[src/rtl/uart_receiver.sv]
// 8N1 UART deframer on a 16x oversample tick: 2-flop synchronizer, mid-bit sampling, break recovery.
// Latency: rx_done_o rises 1 clk after the stop-bit midpoint tick (SAMPLE_TICKS/2 + (WORD_BITS+1)*SAMPLE_TICKS ticks after start detect).
// Backpressure: none; the consumer must take data_o on the single-cycle rx_done_o strobe.
module uart_receiver #(
    parameter int WORD_BITS    = 8,
    parameter int SAMPLE_TICKS = 16
) (
    input  logic                 clk_i,
    input  logic                 reset_i,
    input  logic                 baud_i,
    input  logic                 rx_i,
    output logic [WORD_BITS-1:0] data_o,
    output logic                 rx_done_o,
    output logic                 frame_err_o
);

    localparam int S_W = (SAMPLE_TICKS > 1) ? $clog2(SAMPLE_TICKS) : 1;
    localparam int N_W = (WORD_BITS > 1) ? $clog2(WORD_BITS) : 1;
    localparam logic [S_W-1:0] S_HALF = S_W'(SAMPLE_TICKS / 2 - 1);
    localparam logic [S_W-1:0] S_LAST = S_W'(SAMPLE_TICKS - 1);
    localparam logic [N_W-1:0] N_LAST = N_W'(WORD_BITS - 1);

    typedef enum logic [2:0] {
        ST_IDLE,
        ST_START,
        ST_DATA,
        ST_STOP,
        ST_RECOVER
    } state_t;

    state_t               state_q, state_d;
    logic [1:0]           sync_q, sync_d;
    logic [S_W-1:0]       s_q, s_d;
    logic [N_W-1:0]       n_q, n_d;
    logic [WORD_BITS-1:0] b_q, b_d;
    logic [WORD_BITS-1:0] data_q, data_d;
    logic                 done_q, done_d;
    logic                 err_q, err_d;
    logic                 rx_s;

    assign rx_s        = sync_q[1];
    assign data_o      = data_q;
    assign rx_done_o   = done_q;
    assign frame_err_o = err_q;

    always_comb begin
        sync_d  = {sync_q[0], rx_i};
        state_d = state_q;
        s_d     = s_q;
        n_d     = n_q;
        b_d     = b_q;
        data_d  = data_q;
        done_d  = 1'b0;
        err_d   = err_q;

        case (state_q)
            ST_IDLE: begin
                if (!rx_s) begin
                    state_d = ST_START;
                    s_d     = '0;
                end
            end
            ST_START: begin
                if (baud_i) begin
                    if (s_q == S_HALF) begin
                        // Line high at the start midpoint is a glitch, not a frame.
                        if (!rx_s) begin
                            state_d = ST_DATA;
                            s_d     = '0;
                            n_d     = '0;
                        end else begin
                            state_d = ST_IDLE;
                        end
                    end else begin
                        s_d = s_q + 1'b1;
                    end
                end
            end
            ST_DATA: begin
                if (baud_i) begin
                    if (s_q == S_LAST) begin
                        s_d = '0;
                        b_d = {rx_s, b_q[WORD_BITS-1:1]};
                        if (n_q == N_LAST) begin
                            state_d = ST_STOP;
                        end else begin
                            n_d = n_q + 1'b1;
                        end
                    end else begin
                        s_d = s_q + 1'b1;
                    end
                end
            end
            ST_STOP: begin
                if (baud_i) begin
                    if (s_q == S_LAST) begin
                        data_d  = b_q;
                        done_d  = 1'b1;
                        err_d   = ~rx_s;
                        state_d = rx_s ? ST_IDLE : ST_RECOVER;
                    end else begin
                        s_d = s_q + 1'b1;
                    end
                end
            end
            ST_RECOVER: begin
                // A held-low line (break) must go high before a new start is accepted.
                if (rx_s) begin
                    state_d = ST_IDLE;
                end
            end
            default: state_d = ST_IDLE;
        endcase
    end

    always_ff @(posedge clk_i or negedge reset_i) begin
        if (!reset_i) begin
            state_q <= ST_IDLE;
            sync_q  <= 2'b11;
            s_q     <= '0;
            n_q     <= '0;
            b_q     <= '0;
            data_q  <= '0;
            done_q  <= 1'b0;
            err_q   <= 1'b0;
        end else begin
            state_q <= state_d;
            sync_q  <= sync_d;
            s_q     <= s_d;
            n_q     <= n_d;
            b_q     <= b_d;
            data_q  <= data_d;
            done_q  <= done_d;
            err_q   <= err_d;
        end
    end

endmodule

[config.mk]
export PLATFORM = sky130hd
export DESIGN_NAME = uart_receiver
export DESIGN_NICKNAME = d
export VERILOG_FILES = /design/src/rtl/uart_receiver.sv
export SDC_FILE = /design/constraint.sdc
export NUM_CORES = 1
export LEC_CHECK = 0
export ABC_AREA = 1
export CORE_MARGIN = 5
export CORE_UTILIZATION = 25
export DETAILED_ROUTE_END_ITERATION = 8
export GPL_TIMING_DRIVEN = 0
export PLACE_DENSITY_LB_ADDON = 0.12
export SYNTH_ARGS = -nofsm -noshare
export SYNTH_HDL_FRONTEND = slang
export SYNTH_SLANG_ARGS = --single-unit
export TNS_END_PERCENT = 30
[constraint.sdc]
create_clock -name clk_i -period 2.15 [get_ports clk_i]
set_input_delay 0.5375 -clock clk_i [delete_from_list [all_inputs] [get_ports clk_i]]
set_output_delay 0.5375 -clock clk_i [all_outputs]
set_load 0.01 [all_outputs]
==> metrics.md, run 1 <==
| Metric | Value |
|---|---|
| Utilization of the core after routing | 0.313 |
| RePlAce Congestion | 0.720 |
| Capturing element of the worst setup path | s_q[0]$_DFFE_PN0P_ |
| XOR/XNOR share of the synthesized area | 0.00558 |
| Final hold viol count | 0 |
| Compound-Gate Fraction of Synth Area | 0.0884 |
| Remaining routing DRC violations | 0 |
| Syn_area_per_cell | 8.35 sq um |
| WL per Instance | 11.0 um |
| Number of nets with antenna violations after routing | 0 |
| Filler cell count | 663 |
| Post-synthesis share of cell area spent on full adders, half adders and majority gates | 0.0239 |
| Post-CTS Setup Repair Bufs | 0 |
| Maximum number of pins on one net before global-route repair | 31 |
| Combined global-route utilization of all metal layers | 0.0925 |
| Ratio of cells with drive above 1 in the final layout | 0.182 |
| Type of element capturing the critical path | register |
| Outcome | complete, no violations |
| Clock tree skew after final layout | 0.00804 ns |
| Register bit total from synthesis | 30 |
| Antenna diodes | 0 |
| Width of the die | 89.3 um |
| Register-to-register path setup slack | 0.61 ns |
| Input/output buffers | 13 |
| CTS Sinks | 30 |
| Post-synthesis instance area | 1570 sq um |
| H-tree level count | 2 |
| CP startpoint kind | input pin |
| Number of buffers inserted during clock tree synthesis | 5 |
| Max Freq | 577 MHz |
| Leak pwr | 0.946 nW |
| Number of detailed-route iterations in the first pass | 4 |
| Total half-perimeter wirelength after legalization and detailed placement | 2270 um |
| Root Buffer | clkbuf_8 |
| Post-detailed-routing wire length | 3130 um |
| Number of setup violations in the final report | 0 |
| Synth Net Count | 195 |
| Multiplexer fraction of the synthesized cell area | 0 |
| Worst endpoint required time | 2.32 ns |
| Endpoint arrival time on the critical path | 1.90 ns |
| Clock latency of the later-clocked register in the worst-skew pair | 0.28 ns |
| CTS tree | built |
| Maximum resistive drop on vdd | 0.354 mV |
| Pwr/cell area | 911 nW/um^2 |
| Die height | 89.3 um |
| Simple-gate portion of the synthesized area | 0.302 |
| Yosys warning total | 0 |
| Post-CTS Hold Buffers | 0 |
| Vias per std cell | 4.23 |
| I/O pin cnt | 14 |
| Crit path time final | 1.73 ns |
| Sequential share of the synthesized area | 0.480 |
| Tightest Hold Check Type | input pin to asynchronous set/reset pin |
| Worst-case clock buffer depth | 2 |
| Type of the worst setup path | input pin to register |
| Number of nets in the finished design | 215 |
| Global-route wire length before repair | 5650 um |
| Max-slew headroom | 0.538 |
| Initial antenna violation count | 0 |
| Fin. max-slew vios | 0 |
| Area added between synthesis and finish | 20.0% |
| Detailed router's first-iteration violation count | 39 |
| Number of vias after detailed routing | 1,202 |
| Standard-cell rows | 28 |
| Final period util | 0.806 |
| Number of cell instances on the worst register-to-register path | 9 |
| Crit Reg-Reg Startpoint | s_q[0]$_DFFE_PN0P_ |
| RSZ-0062 raised after global routing | false |
| Main combinational cell family by area after synthesis | simple AND/OR/NAND/NOR gates |
| Cells after synthesis | 188 |
| Max-capacitance violation count | 0 |
| Number of global-route vias before repair | 1,208 |
| CTS clock-pin slew for the worst setup and hold paths | 0.07 ns |
| Tightest Pin Transition | 0.693 ns |
| Post-cts gate resize count | 0 |
| Starting density of the core | 0.261 |
| Critical Path Fanout Max | 5 |
| Number of distinct library cells after synthesis | 27 |
| Destination of the worst register-to-register timing path | s_q[0]$_DFFE_PN0P_ |
| Launch point of the worst path | baud_i |
| Leftover overflow at the end of global routing | 0 |
| Full die area | 7970 sq um |
| Tot Pwr | 1.72 mW |
| Core Box Area | 6030 sq um |
[cell usage after synthesis (all sizes together)]
| cell type | number | area share |
|---|---|---|
| a21oi | 2 | 0.0088 |
| buf | 5 | 0.039 |
| dfrtp | 28 | 0.45 |
| dfstp | 2 | 0.033 |
| ha | 3 | 0.024 |
| inv | 25 | 0.061 |
| nand2 | 67 | 0.17 |
| nand3 | 15 | 0.054 |
| nand3b | 3 | 0.014 |
| nand4 | 1 | 0.0040 |
| nor2 | 16 | 0.060 |
| nor3 | 1 | 0.0032 |
| o21ai | 19 | 0.080 |
| xor2 | 1 | 0.0056 |
[metrics by stage]
step | setup slack, ns | hold slack (ns) | std cells | area (sq um) | TNS [ns]
5_1_grt | 0.267 | 0.363 | 284 | 1880 | 0
3_3_place_gp | -0.141 | 0.346 | 276 | 1790 | -3.91
6_report | 0.418 | 0.294 | 284 | 1880 | 0
4_1_cts | 0.410 | 0.331 | 284 | 1880 | 0
2_1_floorplan | 0.801 | 0.242 | 188 | 1570 | 0
3_5_place_dp | 0.122 | 0.347 | 276 | 1790 | 0
[sequential cells by signal, summed over array words and instances (netlist names)]
register / count
data_o: 8
s_q: 4
state_q: 3
b_q: 8
rx_done_o: 1
n_q: 3
sync_q: 2
frame_err_o: 1
[kinds of logic (layout without fill, tap and decap cells)]
group,after synthesis,after routing
simple gates,103,103
xor+xnor,1,1
flops,30,30
fa+ha+maj,3,3
buf+inv,30,51
compound gates,21,21
[how the worst min path moves through the flow]
stage / cells after the start / slack (ns) / start / to
after floorplan: 0 / 0.24 / reset_i / b_q[0]$_DFFE_PN0P_
after global placement: 0 / 0.35 / sync_q[0]$_DFF_PN1_ / sync_q[1]$_DFF_PN1_
after detailed placement: 0 / 0.35 / sync_q[0]$_DFF_PN1_ / sync_q[1]$_DFF_PN1_
after CTS: 1 / 0.33 / reset_i / data_o[5]$_DFFE_PN0P_
after global routing: 0 / 0.36 / sync_q[0]$_DFF_PN1_ / sync_q[1]$_DFF_PN1_
final: 1 / 0.29 / reset_i / data_o[7]$_DFFE_PN0P_
[per-layer routing]
layer	GRT usage	routed length, um	part of all wire
met1	0.124	1640	0.52
met3	0.0249	87	0.028
met4	0.0460	55	0.018
met5	0	0	0
met2	0.137	1350	0.43
[final cells by class]
type                            count  area, sq um  area share
Clock inverter                      2         12.5     0.00664
Tap cell                           75         93.8      0.0498
Timing Repair Buffer               13          125      0.0664
Multi-Input combinational cell    128          659       0.350
Sequential cell                    30          753       0.400
Inverter                           25         96.3      0.0511
Clock buffer                        6         82.6      0.0438
Buffer                              5         61.3      0.0325
[report_power, final]
group / switching [mW] / internal [mW] / total (mW) / leakage (nW)
Combinational: 0.355 / 0.208 / 0.563 / 0.512
Sequential: 0.0457 / 0.626 / 0.672 / 0.387
Clock: 0.223 / 0.257 / 0.480 / 0.0472
[worst max-delay path: stages]
cell and delay, ns:
clkdlybuf4s50_1 0.51, inv_1 0.15, a21oi_1 0.20, nand2_1 0.09, nor2_2 0.19, nand2_1 0.10
nand2_1 0.07, nand2_1 0.04
[cell usage in the layout, fill, tap and decap left out, drive strengths merged]
cell / n
clkdlybuf4s50: 12
dfrtp: 28
clkinv: 1
clkbuf: 6
buf: 6
nor3: 1
o21ai: 19
nand2: 67
nand4: 1
xor2: 1
nor2: 16
clkinvlp: 1
inv: 25
a21oi: 2
dfstp: 2
ha: 3
nand3: 15
nand3b: 3
Note: power is estimated with default switching activity, not from simulation.
==> run 2, diff against run 1 <==
Clock period 2.15 ns to 1.7 ns, I/O delays scaled along.
==> metrics.md, run 2 (synthesis gave the netlist of run 1 again) <==
| Metric | Value |
|---|---|
| Remaining routing DRC violations | 0 |
| I/O pin cnt | 14 |
| Post-CTS Hold Buffers | 0 |
| Root Buffer | clkbuf_8 |
| Input/output buffers | 13 |
| H-tree level count | 2 |
| Leftover overflow at the end of global routing | 0 |
| Outcome | complete, no violations |
| Full die area | 7970 sq um |
| RSZ-0062 raised after global routing | false |
| Endpoint arrival time on the critical path | 1.19 ns |
| Cells along the critical path | clkdlybuf4s50_1 |
| Final period util | 0.947 |
| Starting density of the core | 0.261 |
| Maximum resistive drop on vdd | 0.448 mV |
| Family of cells with the greatest summed delay on the critical path | buffers and inverters |
| Initial antenna violation count | 0 |
| Critical Path Fanout Max | 2 |
| Worst endpoint required time | 1.27 ns |
| Number of vias after detailed routing | 1,187 |
| Max-slew headroom | 0.538 |
| Clock tree skew after final layout | 0.00804 ns |
| CTS clock-pin slew for the worst setup and hold paths | 0.07 ns |
| Total half-perimeter wirelength after legalization and detailed placement | 2270 um |
| Type of the worst setup path | register to primary output |
| WL per Instance | 11.0 um |
| RePlAce Congestion | 0.720 |
| Antenna diodes | 0 |
| Number of detailed-route iterations in the first pass | 4 |
| Setup TNS Final | 0 ns |
| Max-capacitance violation count | 0 |
| CTS tree | built |
| Most frequent cells in the layout | nand2_1 (65), dfrtp_1 (28), inv_1 (22), nand3_1 (13), clkdlybuf4s50_1 (12) |
| Tightest Pin Transition | 0.693 ns |
| Fin. max-slew vios | 0 |
| Final hold viol count | 0 |
| Standard-cell rows | 28 |
| CP startpoint kind | register |
| Number of nets with antenna violations after routing | 0 |
| Max Freq | 621 MHz |
| Detailed router's first-iteration violation count | 40 |
| Number of global-route vias before repair | 1,208 |
| Area added between synthesis and finish | 20.6% |
| Number of buffers inserted during clock tree synthesis | 5 |
| Leak pwr | 0.949 nW |
| Clock latency of the later-clocked register in the worst-skew pair | 0.28 ns |
| Ratio of cells with drive above 1 in the final layout | 0.187 |
| Crit path time final | 1.61 ns |
| Leading cell type in the layout, fill and taps excluded | nand2_1 |
| Worst-case clock buffer depth | 2 |
| Pwr/cell area | 1150 nW/um^2 |
| Vias per std cell | 4.18 |
| Tightest Hold Check Type | input pin to asynchronous set/reset pin |
| Number of setup violations in the final report | 0 |
| CTS Sinks | 30 |
| Die height | 89.3 um |
| Worst stage delay on the critical path | 0.54 ns |
| Maximum number of pins on one net before global-route repair | 31 |
| Post-detailed-routing wire length | 3110 um |
| Width of the die | 89.3 um |
| Type of element capturing the critical path | primary output |
| Critical path buffers and inverters | 1 |
| Cell with the biggest individual delay on the critical path | clkdlybuf4s50_1 |
| Global-route wire length before repair | 5650 um |
| WHS | 0.180 ns |
| Core Box Area | 6030 sq um |
| Number of nets in the finished design | 215 |
| Combined global-route utilization of all metal layers | 0.0925 |
| Utilization of the core after routing | 0.314 |
==> run 2: per-layer routing <==
| metal | GRT usage | vias up | routed length, um |
|---|---|---|---|
| li1 | - | 624 | - |
| met1 | 0.124 | 545 | 1620 |
| met2 | 0.137 | 11 | 1360 |
| met3 | 0.0249 | 7 | 76 |
| met4 | 0.0460 | 0 | 55 |
| met5 | 0 | - | 0 |
==> run 2: timing repair <==
| item | in CTS | in global routing |
|---|---|---|
| setup buffers | 0 | 0 |
| resized for setup | 0 | 2 |
| endpoints found under the setup margin | 0 | 2 |
==> run 2: metrics by stage <==
step / instances / setup slack, ns / instance area, sq um / power [mW]
6_report: 284 / 0.0893 / 1890 / 2.18
5_1_grt: 284 / 0.0271 / 1890 / 2.39
4_1_cts: 284 / 0.0728 / 1880 / 2.20
3_5_place_dp: 276 / -0.216 / 1790 / 1.58
3_3_place_gp: 276 / -0.479 / 1790 / 1.60
2_1_floorplan: 188 / 0.351 / 1570 / 1.42
==> run 2: cell type report <==
class                   count  area, sq um
clock buffers               6         82.6
flip-flops and latches     30          753
plain buffers               5         61.3
fillers                   665         4130
inverters                  25         96.3
repair buffers             13          125
multi-input cells         128          668
clock inverters             2         12.5
well taps                  75         93.8
==> run 2: report_power, final <==
group / switching [mW] / internal [mW]
clock network: 0.282 / 0.325
logic: 0.452 / 0.269
registers: 0.0573 / 0.792
==> run 2: final timing paths <==
kind                       slack [ns]  cells past startpoint               endpoint                    start
setup / recovery                 0.09                      1            frame_err_o  frame_err_o$_DFFE_PN0P_
hold / removal                   0.18                      1  data_o[7]$_DFFE_PN0P_                  reset_i
setup reg to reg                 0.18                     10     n_q[0]$_DFFE_PN0P_       s_q[0]$_DFFE_PN0P_
hold reg to reg                  0.36                      0    sync_q[1]$_DFF_PN1_      sync_q[0]$_DFF_PN1_
max in group asynchronous        1.06                      1     s_q[2]$_DFFE_PN0P_                  reset_i
min in group clk_i               0.36                      0    sync_q[1]$_DFF_PN1_      sync_q[0]$_DFF_PN1_
==> run 3, diff against run 2 <==
Settings changed: SLEW_MARGIN set to 25.
==> metrics.md, run 3 (synthesis gave the netlist of run 1 again) <==
| Metric | Value |
|---|---|
| Outcome | complete, no violations |
| Max-slew headroom | 0.765 |
| Number of global-route vias before repair | 1,216 |
| Width of the die | 89.3 um |
| Worst endpoint required time | 1.27 ns |
| Fin. max-slew vios | 0 |
| CTS tree | built |
| Root Buffer | clkbuf_8 |
| Antenna diodes | 0 |
| Worst stage delay on the critical path | 0.54 ns |
| Core Box Area | 6030 sq um |
| Number of vias after detailed routing | 1,206 |
| Post-Layout Inst Area | 1920 sq um |
| Die height | 89.3 um |
| RePlAce Congestion | 0.720 |
| Global-route wire length before repair | 5760 um |
| Initial antenna violation count | 0 |
| Type of element capturing the critical path | primary output |
| Pwr/cell area | 1140 nW/um^2 |
| Final hold viol count | 0 |
| Total half-perimeter wirelength after legalization and detailed placement | 2390 um |
| Clock latency of the later-clocked register in the worst-skew pair | 0.28 ns |
| Tightest Pin Transition | 0.352 ns |
| Leftover overflow at the end of global routing | 0 |
| Detailed router's first-iteration violation count | 63 |
| Maximum resistive drop on vdd | 0.573 mV |
| CTS Sinks | 30 |
| Launch point of the worst path | frame_err_o$_DFFE_PN0P_ |
| Number of buffers inserted during clock tree synthesis | 5 |
| CP startpoint kind | register |
| Leak pwr | 0.962 nW |
| Most frequent cells in the layout | nand2_1 (65), dfrtp_1 (28), inv_1 (22), nand3_1 (13), clkdlybuf4s50_1 (12) |
| Remaining routing DRC violations | 0 |
| Number of nets in the finished design | 216 |
| Combined global-route utilization of all metal layers | 0.0940 |
| Critical path buffers and inverters | 1 |
| Type of the worst setup path | register to primary output |
| Final period util | 0.945 |
| Number of nets with antenna violations after routing | 0 |
| Post-CTS Hold Buffers | 0 |
| Crit path time final | 1.61 ns |
| I/O pin cnt | 14 |
| Post-detailed-routing wire length | 3170 um |
| Critical Path Fanout Max | 2 |
| RSZ-0062 raised after global routing | false |
| Max-capacitance violation count | 0 |
| Number of setup violations in the final report | 0 |
| Number of detailed-route iterations in the first pass | 4 |
| Placed standard-cell area | 1820 sq um |
| Clock tree skew after final layout | 0.00343 ns |
| Tightest Hold Check Type | input pin to asynchronous set/reset pin |
| Family of cells with the greatest summed delay on the critical path | buffers and inverters |
| Standard-cell rows | 28 |
| Input/output buffers | 13 |
| CTS clock-pin slew for the worst setup and hold paths | 0.07 ns |
| Endpoint arrival time on the critical path | 1.18 ns |
| Starting density of the core | 0.261 |
| Area added between synthesis and finish | 22.3% |
| WHS | 0.0411 ns |
| Max Freq | 622 MHz |
| Leading cell type in the layout, fill and taps excluded | nand2_1 |
| Ratio of cells with drive above 1 in the final layout | 0.190 |
| WL per Instance | 11.1 um |
| Worst-case clock buffer depth | 2 |
| Tot Pwr | 2.20 mW |
| Post-CTS Setup Repair Bufs | 0 |
| Setup TNS Final | 0 ns |
| Full die area | 7970 sq um |
| H-tree level count | 2 |
| Cell with the biggest individual delay on the critical path | clkdlybuf4s50_1 |
| Vias per std cell | 4.23 |
| Cells along the critical path | clkdlybuf4s50_1 |
| Crit Reg-Reg Startpoint | s_q[0]$_DFFE_PN0P_ |
| Maximum number of pins on one net before global-route repair | 19 |
-- run 3: worst register-to-register path, stage by stage (launching register included) --
cell and delay (ns):
dfrtp_1 0.39, ha_1 0.25, nand2_1 0.09, inv_1 0.06
nand2_1 0.07, nand2_2 0.10, nand2_1 0.06, nor2_2 0.15
nand2_1 0.12, nand2_1 0.07, nand2_1 0.05
-- run 3: stage by stage --
stage	util	instances	setup slack (ns)
after floorplan	-	188	0.351
after global placement	0.298	276	-0.479
after detailed placement	0.301	277	-0.228
after CTS	0.317	285	0.0725
after global routing	0.319	285	0.000314
final	0.319	285	0.0931
-- run 3: per-layer routing --
metal,routed length (um),global-route usage
met4,55,0.0447
met5,0,0
met2,1390,0.135
met1,1650,0.130
met3,81,0.0258
-- run 3: path summary, 6_finish.rpt --
path | cells after the start | endpoint | slack (ns)
worst max-delay path | 1 | frame_err_o | 0.09
worst min-delay path | 1 | data_o[5]$_DFFE_PN0P_ | 0.04
worst max register to register | 10 | n_q[0]$_DFFE_PN0P_ | 0.17
worst min register to register | 0 | sync_q[1]$_DFF_PN1_ | 0.36
max in group asynchronous | 2 | s_q[2]$_DFFE_PN0P_ | 1.26
min in group clk_i | 0 | sync_q[1]$_DFF_PN1_ | 0.36
-- run 3: power by group --
group	switching (mW)	internal (mW)	total, mW	leakage (nW)
sequential	0.0567	0.792	0.849	0.387
combinational	0.460	0.276	0.737	0.527
clock	0.288	0.325	0.613	0.0472
-- run 3: repair_timing --
action / in CTS / in global routing
setup endpoints to repair: 0 / 2
gates resized for setup: 0 / 2
hold endpoints to repair: 0 / 0
-- run 3: layout make-up --
class	instances	area [sq um]
multi-input combinational	128	668
clock buffer	6	82.6
sequential	30	753
fill	650	4110
inverter	25	96.3
timing repair buffer	14	153
buffer	5	61.3
clock inverter	2	12.5
tap	75	93.8
